`src/rtl/mem_stage_lsu_if.sv`:
```
`default_nettype none
// ============================================================================
// Module   : mem_stage_lsu_if
// Purpose  : req/gnt/rvalid data-memory bus between the MEM-stage LSU and memory.
// Revision : 1.0  initial release
// ============================================================================
interface mem_stage_lsu_if #(
    parameter int XLEN   = 32,
    parameter int ADDR_W = 32
);
    localparam int c_numBytes = XLEN / 8;

    logic                  mem_req;
    logic                  mem_we;
    logic [ADDR_W-1:0]     mem_addr;
    logic [c_numBytes-1:0] mem_be;
    logic [XLEN-1:0]       mem_wdata;
    logic                  mem_gnt;
    logic                  mem_rvalid;
    logic [XLEN-1:0]       mem_rdata;
    logic                  mem_err;

    modport master (
        output mem_req, mem_we, mem_addr, mem_be, mem_wdata,
        input  mem_gnt, mem_rvalid, mem_rdata, mem_err
    );

    modport slave (
        input  mem_req, mem_we, mem_addr, mem_be, mem_wdata,
        output mem_gnt, mem_rvalid, mem_rdata, mem_err
    );
endinterface
`default_nettype wire

```
`src/rtl/mem_stage_lsu.sv`:
```
`default_nettype none
// ============================================================================
// Module   : mem_stage_lsu
// Purpose  : MEM-stage load/store unit: lane steering, load extension, bus FSM.
// Revision : 1.0  initial release
// ============================================================================
module mem_stage_lsu #(
    parameter int XLEN    = 32,
    parameter int ADDR_W  = 32,
    parameter int TIMEOUT = 255
) (
    input  wire logic              clk,
    input  wire logic              reset,
    input  wire logic              lsu_valid,
    input  wire logic              lsu_we,
    input  wire logic [2:0]        lsu_funct3,
    input  wire logic [ADDR_W-1:0] lsu_addr,
    input  wire logic [XLEN-1:0]   lsu_wdata,
    output logic                   lsu_stall,
    output logic                   lsu_done,
    output logic [XLEN-1:0]        lsu_rdata,
    output logic                   lsu_misalign,
    output logic                   lsu_buserr,
    mem_stage_lsu_if.master        bus
);
    localparam int       c_numBytes = XLEN / 8;
    localparam int       c_offW     = $clog2(c_numBytes);
    localparam bit       c_is64     = (XLEN == 64);
    localparam bit [7:0] c_tmoLast  = 8'(TIMEOUT - 1);

    typedef enum logic [2:0] {
        S_IDLE = 3'd0,
        S_REQ  = 3'd1,
        S_WAIT = 3'd2,
        S_DONE = 3'd3,
        S_ERR  = 3'd4
    } stateT;

    stateT                 r_state;
    stateT                 w_nextState;
    logic [7:0]            r_count;
    logic                  r_isMis;
    logic                  r_we;
    logic [ADDR_W-1:0]     r_addr;
    logic [c_numBytes-1:0] r_be;
    logic [XLEN-1:0]       r_wdata;
    logic [2:0]            r_funct3;
    logic [c_offW-1:0]     r_off;
    logic [XLEN-1:0]       r_rdata;

    logic [c_offW-1:0]     w_off;
    logic [c_offW-1:0]     w_alignMask;
    logic [c_numBytes-1:0] w_beMask;
    logic                  w_legal;
    logic                  w_tmo;
    logic [XLEN-1:0]       w_shifted;
    logic [XLEN-1:0]       w_ext;

    assign w_off = lsu_addr[c_offW-1:0];

    always_comb begin
        w_alignMask = '0;
        w_beMask    = '0;
        case (lsu_funct3[1:0])
            2'b00: begin
                w_alignMask = '0;
                w_beMask    = c_numBytes'(8'h01);
            end
            2'b01: begin
                w_alignMask = c_offW'(3'd1);
                w_beMask    = c_numBytes'(8'h03);
            end
            2'b10: begin
                w_alignMask = c_offW'(3'd3);
                w_beMask    = c_numBytes'(8'h0F);
            end
            default: begin
                w_alignMask = c_offW'(3'd7);
                w_beMask    = c_numBytes'(8'hFF);
            end
        endcase
    end

    // Doubleword and lwu only exist on RV64; stores have no unsigned forms.
    assign w_legal = (lsu_funct3 != 3'b111)
                   && (c_is64 || (lsu_funct3[1:0] != 2'b11))
                   && (c_is64 || (lsu_funct3 != 3'b110))
                   && !(lsu_we && lsu_funct3[2])
                   && ((w_off & w_alignMask) == '0);

    assign w_tmo = (r_count >= c_tmoLast);

    assign w_shifted = bus.mem_rdata >> {r_off, 3'b000};

    always_comb begin
        w_ext = w_shifted;
        case (r_funct3[1:0])
            2'b00: begin
                if (r_funct3[2]) w_ext = XLEN'(w_shifted[7:0]);
                else             w_ext = XLEN'($signed(w_shifted[7:0]));
            end
            2'b01: begin
                if (r_funct3[2]) w_ext = XLEN'(w_shifted[15:0]);
                else             w_ext = XLEN'($signed(w_shifted[15:0]));
            end
            2'b10: begin
                if (r_funct3[2]) w_ext = XLEN'(w_shifted[31:0]);
                else             w_ext = XLEN'($signed(w_shifted[31:0]));
            end
            default: w_ext = w_shifted;
        endcase
    end

    always_ff @(posedge clk) begin
        if (!reset) begin
            r_state  <= S_IDLE;
            r_count  <= '0;
            r_isMis  <= 1'b0;
            r_we     <= 1'b0;
            r_addr   <= '0;
            r_be     <= '0;
            r_wdata  <= '0;
            r_funct3 <= '0;
            r_off    <= '0;
            r_rdata  <= '0;
        end else begin
            r_state <= w_nextState;
            if (r_state == S_IDLE && lsu_valid) begin
                r_count <= '0;
                r_isMis <= !w_legal;
                if (w_legal) begin
                    r_we     <= lsu_we;
                    r_addr   <= {lsu_addr[ADDR_W-1:c_offW], c_offW'(0)};
                    r_be     <= w_beMask << w_off;
                    r_wdata  <= lsu_wdata << {w_off, 3'b000};
                    r_funct3 <= lsu_funct3;
                    r_off    <= w_off;
                end
            end
            if ((r_state == S_REQ || r_state == S_WAIT) && r_count != 8'hFF) begin
                r_count <= r_count + 8'd1;
            end
            if (r_state == S_WAIT && bus.mem_rvalid && !bus.mem_err) begin
                r_rdata <= w_ext;
            end
        end
    end

    // A grant in the final counted cycle still wins so the response is not orphaned.
    always_comb begin
        w_nextState = r_state;
        case (r_state)
            S_IDLE: begin
                if (lsu_valid) w_nextState = w_legal ? S_REQ : S_ERR;
            end
            S_REQ: begin
                if (bus.mem_gnt) w_nextState = S_WAIT;
                else if (w_tmo)  w_nextState = S_ERR;
            end
            S_WAIT: begin
                if (bus.mem_rvalid) w_nextState = bus.mem_err ? S_ERR : S_DONE;
                else if (w_tmo)     w_nextState = S_ERR;
            end
            S_DONE:  w_nextState = S_IDLE;
            S_ERR:   w_nextState = S_IDLE;
            default: w_nextState = S_IDLE;
        endcase
    end

    always_comb begin
        lsu_stall    = 1'b0;
        lsu_done     = 1'b0;
        lsu_misalign = 1'b0;
        lsu_buserr   = 1'b0;
        case (r_state)
            S_IDLE:  lsu_stall = lsu_valid;
            S_REQ:   lsu_stall = 1'b1;
            S_WAIT:  lsu_stall = 1'b1;
            S_DONE:  lsu_done  = 1'b1;
            S_ERR: begin
                lsu_misalign = r_isMis;
                lsu_buserr   = !r_isMis;
            end
            default: lsu_stall = 1'b0;
        endcase
    end

    assign lsu_rdata     = r_rdata;
    assign bus.mem_req   = (r_state == S_REQ);
    assign bus.mem_we    = r_we;
    assign bus.mem_addr  = r_addr;
    assign bus.mem_be    = r_be;
    assign bus.mem_wdata = r_wdata;
endmodule
`default_nettype wire
```
`src/flat_wrapper.sv`:
```
// flat-port wrapper written by rule: the top's interface ports become plain ports
module mem_stage_lsu_flat 
#(
    parameter int XLEN    = 32,
    parameter int ADDR_W  = 32,
    parameter int TIMEOUT = 255
)
  (clk, reset, lsu_valid, lsu_we, lsu_funct3, lsu_addr, lsu_wdata, lsu_stall, lsu_done, lsu_rdata, lsu_misalign, lsu_buserr, bus_mem_req, bus_mem_we, bus_mem_addr, bus_mem_be, bus_mem_wdata, bus_mem_gnt, bus_mem_rvalid, bus_mem_rdata, bus_mem_err);
  mem_stage_lsu_if #(.XLEN(XLEN), .ADDR_W(ADDR_W)) bus_i ();
  input  wire logic clk;
  input  wire logic reset;
  input  wire logic lsu_valid;
  input  wire logic lsu_we;
  input  wire logic [2:0] lsu_funct3;
  input  wire logic [ADDR_W-1:0] lsu_addr;
  input  wire logic [XLEN-1:0] lsu_wdata;
  output logic lsu_stall;
  output logic lsu_done;
  output logic [XLEN-1:0] lsu_rdata;
  output logic lsu_misalign;
  output logic lsu_buserr;
  output wire logic [$bits(bus_i.mem_req)-1:0] bus_mem_req;
  output wire logic [$bits(bus_i.mem_we)-1:0] bus_mem_we;
  output wire logic [$bits(bus_i.mem_addr)-1:0] bus_mem_addr;
  output wire logic [$bits(bus_i.mem_be)-1:0] bus_mem_be;
  output wire logic [$bits(bus_i.mem_wdata)-1:0] bus_mem_wdata;
  input wire logic [$bits(bus_i.mem_gnt)-1:0] bus_mem_gnt;
  input wire logic [$bits(bus_i.mem_rvalid)-1:0] bus_mem_rvalid;
  input wire logic [$bits(bus_i.mem_rdata)-1:0] bus_mem_rdata;
  input wire logic [$bits(bus_i.mem_err)-1:0] bus_mem_err;
  assign bus_mem_req = bus_i.mem_req;
  assign bus_mem_we = bus_i.mem_we;
  assign bus_mem_addr = bus_i.mem_addr;
  assign bus_mem_be = bus_i.mem_be;
  assign bus_mem_wdata = bus_i.mem_wdata;
  assign bus_i.mem_gnt = bus_mem_gnt;
  assign bus_i.mem_rvalid = bus_mem_rvalid;
  assign bus_i.mem_rdata = bus_mem_rdata;
  assign bus_i.mem_err = bus_mem_err;
  mem_stage_lsu #(.XLEN(XLEN), .ADDR_W(ADDR_W), .TIMEOUT(TIMEOUT)) u_core (.clk(clk), .reset(reset), .lsu_valid(lsu_valid), .lsu_we(lsu_we), .lsu_funct3(lsu_funct3), .lsu_addr(lsu_addr), .lsu_wdata(lsu_wdata), .lsu_stall(lsu_stall), .lsu_done(lsu_done), .lsu_rdata(lsu_rdata), .lsu_misalign(lsu_misalign), .lsu_buserr(lsu_buserr), .bus(bus_i));
endmodule
```
`config.mk`:
```
export PLATFORM = sky130hd
export DESIGN_NAME = mem_stage_lsu_flat
export DESIGN_NICKNAME = d
export VERILOG_FILES = /design/src/rtl/mem_stage_lsu_if.sv /design/src/rtl/mem_stage_lsu.sv /design/src/flat_wrapper.sv
export SDC_FILE = /design/constraint.sdc
export NUM_CORES = 1
export LEC_CHECK = 0
export BUFFER_PORTS_ARGS = -buffer_cell sky130_fd_sc_hd__buf_2
export CELL_PAD_IN_SITES_DETAIL_PLACEMENT = 1
export CELL_PAD_IN_SITES_GLOBAL_PLACEMENT = 1
export CORE_ASPECT_RATIO = 1.2
export CORE_UTILIZATION = 32
export DETAILED_ROUTE_END_ITERATION = 8
export GPL_ROUTABILITY_DRIVEN = 1
export PLACE_DENSITY_LB_ADDON = 0.1
export SYNTH_ARGS = -nofsm -noshare
export SYNTH_HDL_FRONTEND = slang
export SYNTH_SLANG_ARGS = --single-unit
```
`constraint.sdc`:
```
create_clock -name clk -period 1.7 [get_ports clk]
set_input_delay 0.425 -clock clk [delete_from_list [all_inputs] [get_ports clk]]
set_output_delay 0.425 -clock clk [all_outputs]
set_load 0.01 [all_outputs]
```
==> metrics.md, run 1 <==
| Metric | Value |
|---|---|
| Status | `complete, but fails checks` |
| Failing checks | `setup timing` |
| R2R Path Start | `u_core.r_state[1]$_SDFFE_PN0P_` |
| Min-delay src | `lsu_addr[31]` |
| WL final | `18.2 mm` |
| Die width | `119 um` |
| Slack of the critical path | `-0.0468 ns` |
| DP Wirelength | `13.0 mm` |
| Seq pwr share | `0.379` |
| DR iter-0 viols | `204` |
| CTS root buffer | `clkbuf_16` |
| Cell depth of the worst flop-to-flop path | `7` |
| Endpoint, Worst Hold | `u_core.bus.mem_addr[31]$_SDFFE_PN0P_` |
| Pins Over Slew Limit | `0` |
| Hold crit path type | `in2reg` |
| Clk Latency, worst-skew pair | `0.42 ns` |
| Final GP Congestion | `0.815` |
| Clock buffer depth | `2` |
| Layout Skew | `0.00914 ns` |
| Area of the multi-input gates | `2770 um^2` |
| Layout Utilization | `0.484` |
| CP required | `1.27 ns` |
| Power Dens Cells | `985 nW/um^2` |
| Share of layout cells above drive strength 1 | `0.411` |
| DIE AREA | `16900 um^2` |
| Worst VDD drop | `0.546 mV` |
| Core region area | `15800 um^2` |
| Post-Syn Instances | `579` |
| FF-to-FF setup slack | `-0.02 ns` |
| Syn Area/Cell | `9.04 um^2` |
| Hold buffers post-CTS | `0` |
| Vias per std cell | `5.14` |
| #FFs+latches synth | `116` |
| GRT Total Usage | `0.210` |
| Post-synth EDFFs | `0` |
| Initial antenna violation count | `0` |
| Post-place setup slack | `-0.123 ns` |
| Crit Reg-Reg Endpoint | `u_core.r_off[0]$_SDFFE_PN0P_` |
| Clk slew on worst S/H paths | `0.06 ns` |
| RSZ-0062 raised after global routing | `yes` |
| Detail Route Antenna Nets | `0` |
| H-tree depth | `4` |
| Synth warnings | `0` |
| Dpl cells | `993` |
| Filler cells | `1863` |
| Hold depth | `2` |
| Wire length of the first global-routing pass | `27.7 mm` |
| Post-DP Area | `6730 um^2` |
| Crit path kind | `reg2out` |
| Initial Util | `0.331` |
| Sequential cell area | `2330 um^2` |
| Fin. Hold Viols | `0` |
| Vias in the first global route | `5419` |
| Synthesized area | `5240 um^2` |
| Cell variety after synth | `55` |
| Sink Count | `116` |
| Most common flop cell mapped by yosys | `dfxtp_1` |
| Asr flop ratio synth | `0` |
| P&R area growth vs syn | `46.3%` |
| LEAKAGE | `0.00347 uW` |
| WL per Instance | `17.6 um` |
| Sw Ratio | `0.243` |
| Final #Nets | `925` |
| GR Overflow Total | `0` |
| Period minus WS final | `1.75 ns` |
| CP arrival | `1.32 ns` |
| TritonCTS Buffers | `17` |
| Int Pwr | `5710 uW` |
| DRC viols | `0` |
| Ant diodes | `0` |
| Element type at the critical path end | `primary output` |
| Gate power share | `0.129` |
| Routed via count | `5333` |
| Final setup fails | `16` |
| Non-filler cells, final | `1037` |
| PortBufs | `209` |
| CTS tree | `built` |
| Period utilization | `1.03` |
| Design Power | `7540 uW` |
| Largest net degree at the start of global routing | `59` |
| Max Clk Rate | `572 MHz` |
| Die height | `142 um` |
| Design Area, Final | `7660 um^2` |
| Crit start category | `flip-flop` |
| # IOs | `212` |
| Row count | `50` |
| Net Switching | `1830 uW` |
| Clock share of power | `0.492` |
| First drt pass iteration count | `4` |
| Max Cap Violations | `0` |
| CP Max Fanout | `8` |
| Sequential share of the synthesized area | `0.444` |
[metal layers]
layer  vias up  global-route usage  wire length (um)
met5         -                   0                 0
met4         0              0.0873               414
met3        27              0.0565              1030
met2       178               0.378              9300
met1      2539               0.232              7500
li1       2589                   -                 -
[logic make-up (layout without fill, tap and decap cells)]
group	count (synthesis)	count (layout)	synth area share
adders and majority gates	2	2	0.00478
other	1	2	0.000716
and+or+nand+nor	178	178	0.165
DFF	116	116	0.444
AOI/OAI and AO/OA	183	183	0.249
muxes	40	40	0.0808
xor gates and xnor gates	3	3	0.00502
buffers and inverters	56	305	0.0504
[cells in the final DEF (no fill, tap or decap), types with 3 or more instances in the layout]
master / n
buf_2: 209
dfxtp_1: 112
nand2_1: 83
o21ai_0: 56
buf_4: 46
nand3_1: 33
mux2i_1: 31
a22o_1: 25
a21oi_1: 21
clkbuf_16: 21
o2bb2ai_1: 19
nor2_1: 17
nor2b_1: 11
a31oi_1: 9
o211ai_1: 9
a211o_1: 9
mux2_2: 8
o221a_2: 8
a32o_1: 8
nand2b_1: 5
buf_12: 5
clkbuf_8: 4
inv_1: 3
and3_1: 3
a21o_1: 3
nor3_1: 3
bufinv_16: 3
buf_6: 3
dfxtp_4: 3
[flip-flops by register name (all words and copies together), names as in the netlist]
signal	cells
u_core.r_state	3
u_core.lsu_rdata	32
u_core.bus.mem_be	4
u_core.r_funct3	3
u_core.bus.mem_we	1
u_core.bus.mem_addr	30
u_core.r_isMis	1
u_core.r_off	2
u_core.r_count	8
u_core.bus.mem_wdata	32
[final cells by class]
type                    count  area share
multi-input cells         408       0.361
well taps                 208      0.0340
clock buffers              23      0.0637
flip-flops and latches    116       0.305
repair buffers            269       0.218
clock inverters             8      0.0162
inverters                   5     0.00245
[what timing repair did]
item | in CTS | in global routing
cloned | 0 | 5
pin swaps | 4 | 5
setup endpoints to repair | 13 | 85
buffers inserted | 4 | 4
resized for setup | 22 | 13
[critical path, cell delays in order (launching register included)]
cell and delay (ns):
dfxtp_4 0.35, buf_12 0.14, a211oi_4 0.24, buf_2 0.17
[worst max-delay path by stage]
stage | from | end | cells past startpoint
6_report | u_core.r_state[1]$_SDFFE_PN0P_ | lsu_stall | 3
5_1_grt | u_core.r_state[1]$_SDFFE_PN0P_ | lsu_buserr | 3
4_1_cts | u_core.r_state[1]$_SDFFE_PN0P_ | lsu_stall | 4
3_5_place_dp | lsu_addr[0] | u_core.bus.mem_wdata[5]$_SDFFE_PN0P_ | 6
3_3_place_gp | bus_mem_rdata[31] | u_core.lsu_rdata[20]$_SDFFE_PN0P_ | 5
2_1_floorplan | u_core.r_state[1]$_SDFFE_PN0P_ | u_core.r_off[0]$_SDFFE_PN0P_ | 7
[power by group through the flow]
stage / registers [uW] / clock network, uW / logic (uW)
after global placement: 2910 / 0 / 848
after CTS: 2860 / 3780 / 902
after detailed placement: 2910 / 0 / 871
after global routing: 2870 / 3930 / 1060
after floorplan: 2940 / 0 / 429
final: 2860 / 3710 / 976
[through the flow]
| stage | setup TNS (ns) | hold WS (ns) |
|---|---|---|
| final | -0.339 | 0.223 |
| after global routing | -1.96 | 0.209 |
| after CTS | -0.289 | 0.208 |
| after detailed placement | -5.50 | 0.444 |
| after global placement | -1.61 | 0.440 |
| after floorplan | 0 | 0.456 |
[cell usage after synthesis, types with 9 or more instances]
| cell | number | area share |
|---|---|---|
| nand3_1 | 34 | 0.033 |
| a31oi_1 | 9 | 0.011 |
| a211o_1 | 9 | 0.015 |
| dfxtp_1 | 116 | 0.44 |
| o211ai_1 | 9 | 0.013 |
| buf_2 | 10 | 0.0096 |
| a21oi_1 | 21 | 0.020 |
| nor2b_1 | 12 | 0.014 |
| mux2i_1 | 31 | 0.059 |
| nand2_1 | 83 | 0.060 |
| nor2_1 | 17 | 0.012 |
| clkbuf_1 | 26 | 0.019 |
| o2bb2ai_1 | 19 | 0.032 |
| a22o_1 | 25 | 0.042 |
| o21ai_0 | 58 | 0.055 |
(Power assumes the default switching activity.)
==> run 2: changes to the inputs <==
CORE_UTILIZATION = 30   (was 32)
SETUP_SLACK_MARGIN = 0.05   (was unset)
==> metrics.md, run 2 (synthesis results as in run 1) <==
| Metric | Value |
|---|---|
| Vias in the first global route | `5293 (-2.3%)` |
| Sw Ratio | `0.238 (-0.00498)` |
| Net Switching | `1860 uW (+1.4%)` |
| GR Overflow Total | `0 (unchanged)` |
| Design Area, Final | `7950 um^2 (+3.8%)` |
| Sink Count | `116 (unchanged)` |
| Period utilization | `1.06 (+0.0321)` |
| Clk Latency, worst-skew pair | `0.41 ns (about the same)` |
| Filler cells | `1995 (+7.1%)` |
| Hold crit path type | `in2reg` |
| CTS tree | `built` |
| Gate power share | `0.130 (about the same)` |
| CP Max Fanout | `8 (unchanged)` |
| Die width | `123 um (+3.2%)` |
| First drt pass iteration count | `6 (+2)` |
| Non-filler cells, final | `1053 (+1.5%)` |
| WL per Instance | `17.6 um (about the same)` |
| Layout Skew | `0.00806 ns (-0.00108 ns)` |
| CTS root buffer | `clkbuf_16` |
| Period minus WS final | `1.80 ns (+0.0545 ns)` |
| Max Cap Violations | `0 (unchanged)` |
| Row count | `52 (+4.0%)` |
| Design Power | `7800 uW (+3.5%)` |
| Clk slew on worst S/H paths | `0.06 ns (about the same)` |
| H-tree depth | `4 (unchanged)` |
| DRC viols | `0 (unchanged)` |
| TritonCTS Buffers | `17 (unchanged)` |
| WL final | `18.5 mm (+1.6%)` |
| Final setup fails | `27 (+11)` |
| Pins Over Slew Limit | `0 (unchanged)` |
| Post-DP Area | `6720 um^2 (-0.11%)` |
| Post-place setup slack | `-0.160 ns (-0.0377 ns)` |
| LEAKAGE | `0.00359 uW (+3.4%)` |
| Routed via count | `5327 (-0.11%)` |
| Status | `complete, but fails checks` |
| Share of layout cells above drive strength 1 | `0.428 (+0.0164)` |
| Fin. Hold Viols | `0 (unchanged)` |
| RSZ-0062 raised after global routing | `yes` |
| Vias per std cell | `5.06 (-1.6%)` |
| Most common cell after layout, fill and taps aside | `buf_2` |
| CP required | `1.27 ns (about the same)` |
| Max Clk Rate | `555 MHz (-3.0%)` |
| Dpl cells | `997 (+0.40%)` |
| PortBufs | `209 (unchanged)` |
| DP Wirelength | `12.9 mm (-1.0%)` |
| Ant diodes | `0 (unchanged)` |
| # IOs | `212 (unchanged)` |
| Int Pwr | `5940 uW (+4.2%)` |
| Crit path kind | `reg2out` |
| Most frequent cells in the layout | `buf_2, dfxtp_1, nand2_1` |
| GRT Total Usage | `0.203 (-0.00632)` |
| Power Dens Cells | `981 nW/um^2 (-0.33%)` |
| Worst VDD drop | `0.649 mV (+19%)` |
| Final #Nets | `933 (+0.86%)` |
| Sequential cell area | `2330 um^2 (unchanged)` |
| Initial antenna violation count | `0 (unchanged)` |
| Slack of the critical path | `-0.101 ns (-0.0545 ns)` |
| Element type at the critical path end | `primary output` |
| Wire length of the first global-routing pass | `28.1 mm (+1.8%)` |
| Largest net degree at the start of global routing | `59 (unchanged)` |
| CP arrival | `1.38 ns (+0.06 ns)` |
| DIE AREA | `18000 um^2 (+6.6%)` |
| Core region area | `17000 um^2 (+7.3%)` |
| Clock buffer depth | `2 (unchanged)` |
| Initial Util | `0.308 (-0.0225)` |
| DR iter-0 viols | `199 (-2.5%)` |
| Crit start category | `flip-flop` |
| Area of the multi-input gates | `2830 um^2 (+2.3%)` |
| Detail Route Antenna Nets | `0 (unchanged)` |
| Clock share of power | `0.504 (+0.012)` |
| Seq pwr share | `0.366 (-0.013)` |
| Die height | `147 um (+3.2%)` |
| Final GP Congestion | `0.789 (-3.1%)` |
| Failing checks | `setup timing` |
| P&R area growth vs syn | `51.9%` |
## run 2: final timing paths
check	endpoint	slack, ns	from	cells after the start
max reg2reg	u_core.bus.mem_wdata[7]$_SDFFE_PN0P_	-0.04	u_core.r_state[0]$_SDFFE_PN0P_	9
min	u_core.bus.mem_addr[31]$_SDFFE_PN0P_	0.23	lsu_addr[31]	2
max	lsu_stall	-0.10	u_core.r_state[1]$_SDFFE_PN0P_	3
min reg2reg	u_core.bus.mem_be[0]$_SDFFE_PN0P_	0.45	u_core.bus.mem_be[0]$_SDFFE_PN0P_	1
## run 2: per-layer routing
layer,up-vias,wire length (um),track usage,share of wire
met5,-,0,0,0
met1,2525,7750,0.239,0.42
met4,0,331,0.0677,0.018
li1,2619,-,-,-
met2,160,9300,0.351,0.50
met3,23,1160,0.0563,0.063
## run 2: stage by stage
stage / utilization / setup TNS [ns] / hold slack [ns]
global route: 0.468 / -3.84 / 0.246
detailed placement: 0.396 / -8.80 / 0.439
floorplan: - / 0 / 0.456
finish: 0.468 / -0.779 / 0.231
CTS: 0.456 / -0.721 / 0.215
global placement: 0.396 / -4.55 / 0.434
## run 2: critical path: stages (launching register included)
cell      delay, ns
dfxtp_4        0.35
buf_8          0.14
a211oi_2       0.29
buf_2          0.18
## run 2: timing repair
item                                    CTS  global route
pin swaps                                 5            13
gates resized for setup                  39            27
hold buffers                              0             0
cloned                                    4             5
setup buffers                            14             4
endpoints found under the setup margin   28           111
## run 2: layout make-up
class | instances | area share
Multi-Input combinational cell | 408 | 0.356
Sequential cell | 116 | 0.294
Timing Repair Buffer | 277 | 0.233
Clock buffer | 21 | 0.0579
Tap cell | 216 | 0.0340
Clock inverter | 10 | 0.0225
Inverter | 5 | 0.00330
## run 2: power by group through the flow
stage               clock network [uW]  logic [uW]  registers [uW]
CTS                               4020         960            2850
detailed placement                   0         863            2910
global placement                     0         842            2910
global route                      4140        1100            2860
finish                            3930        1020            2850
floorplan                            0         431            2940
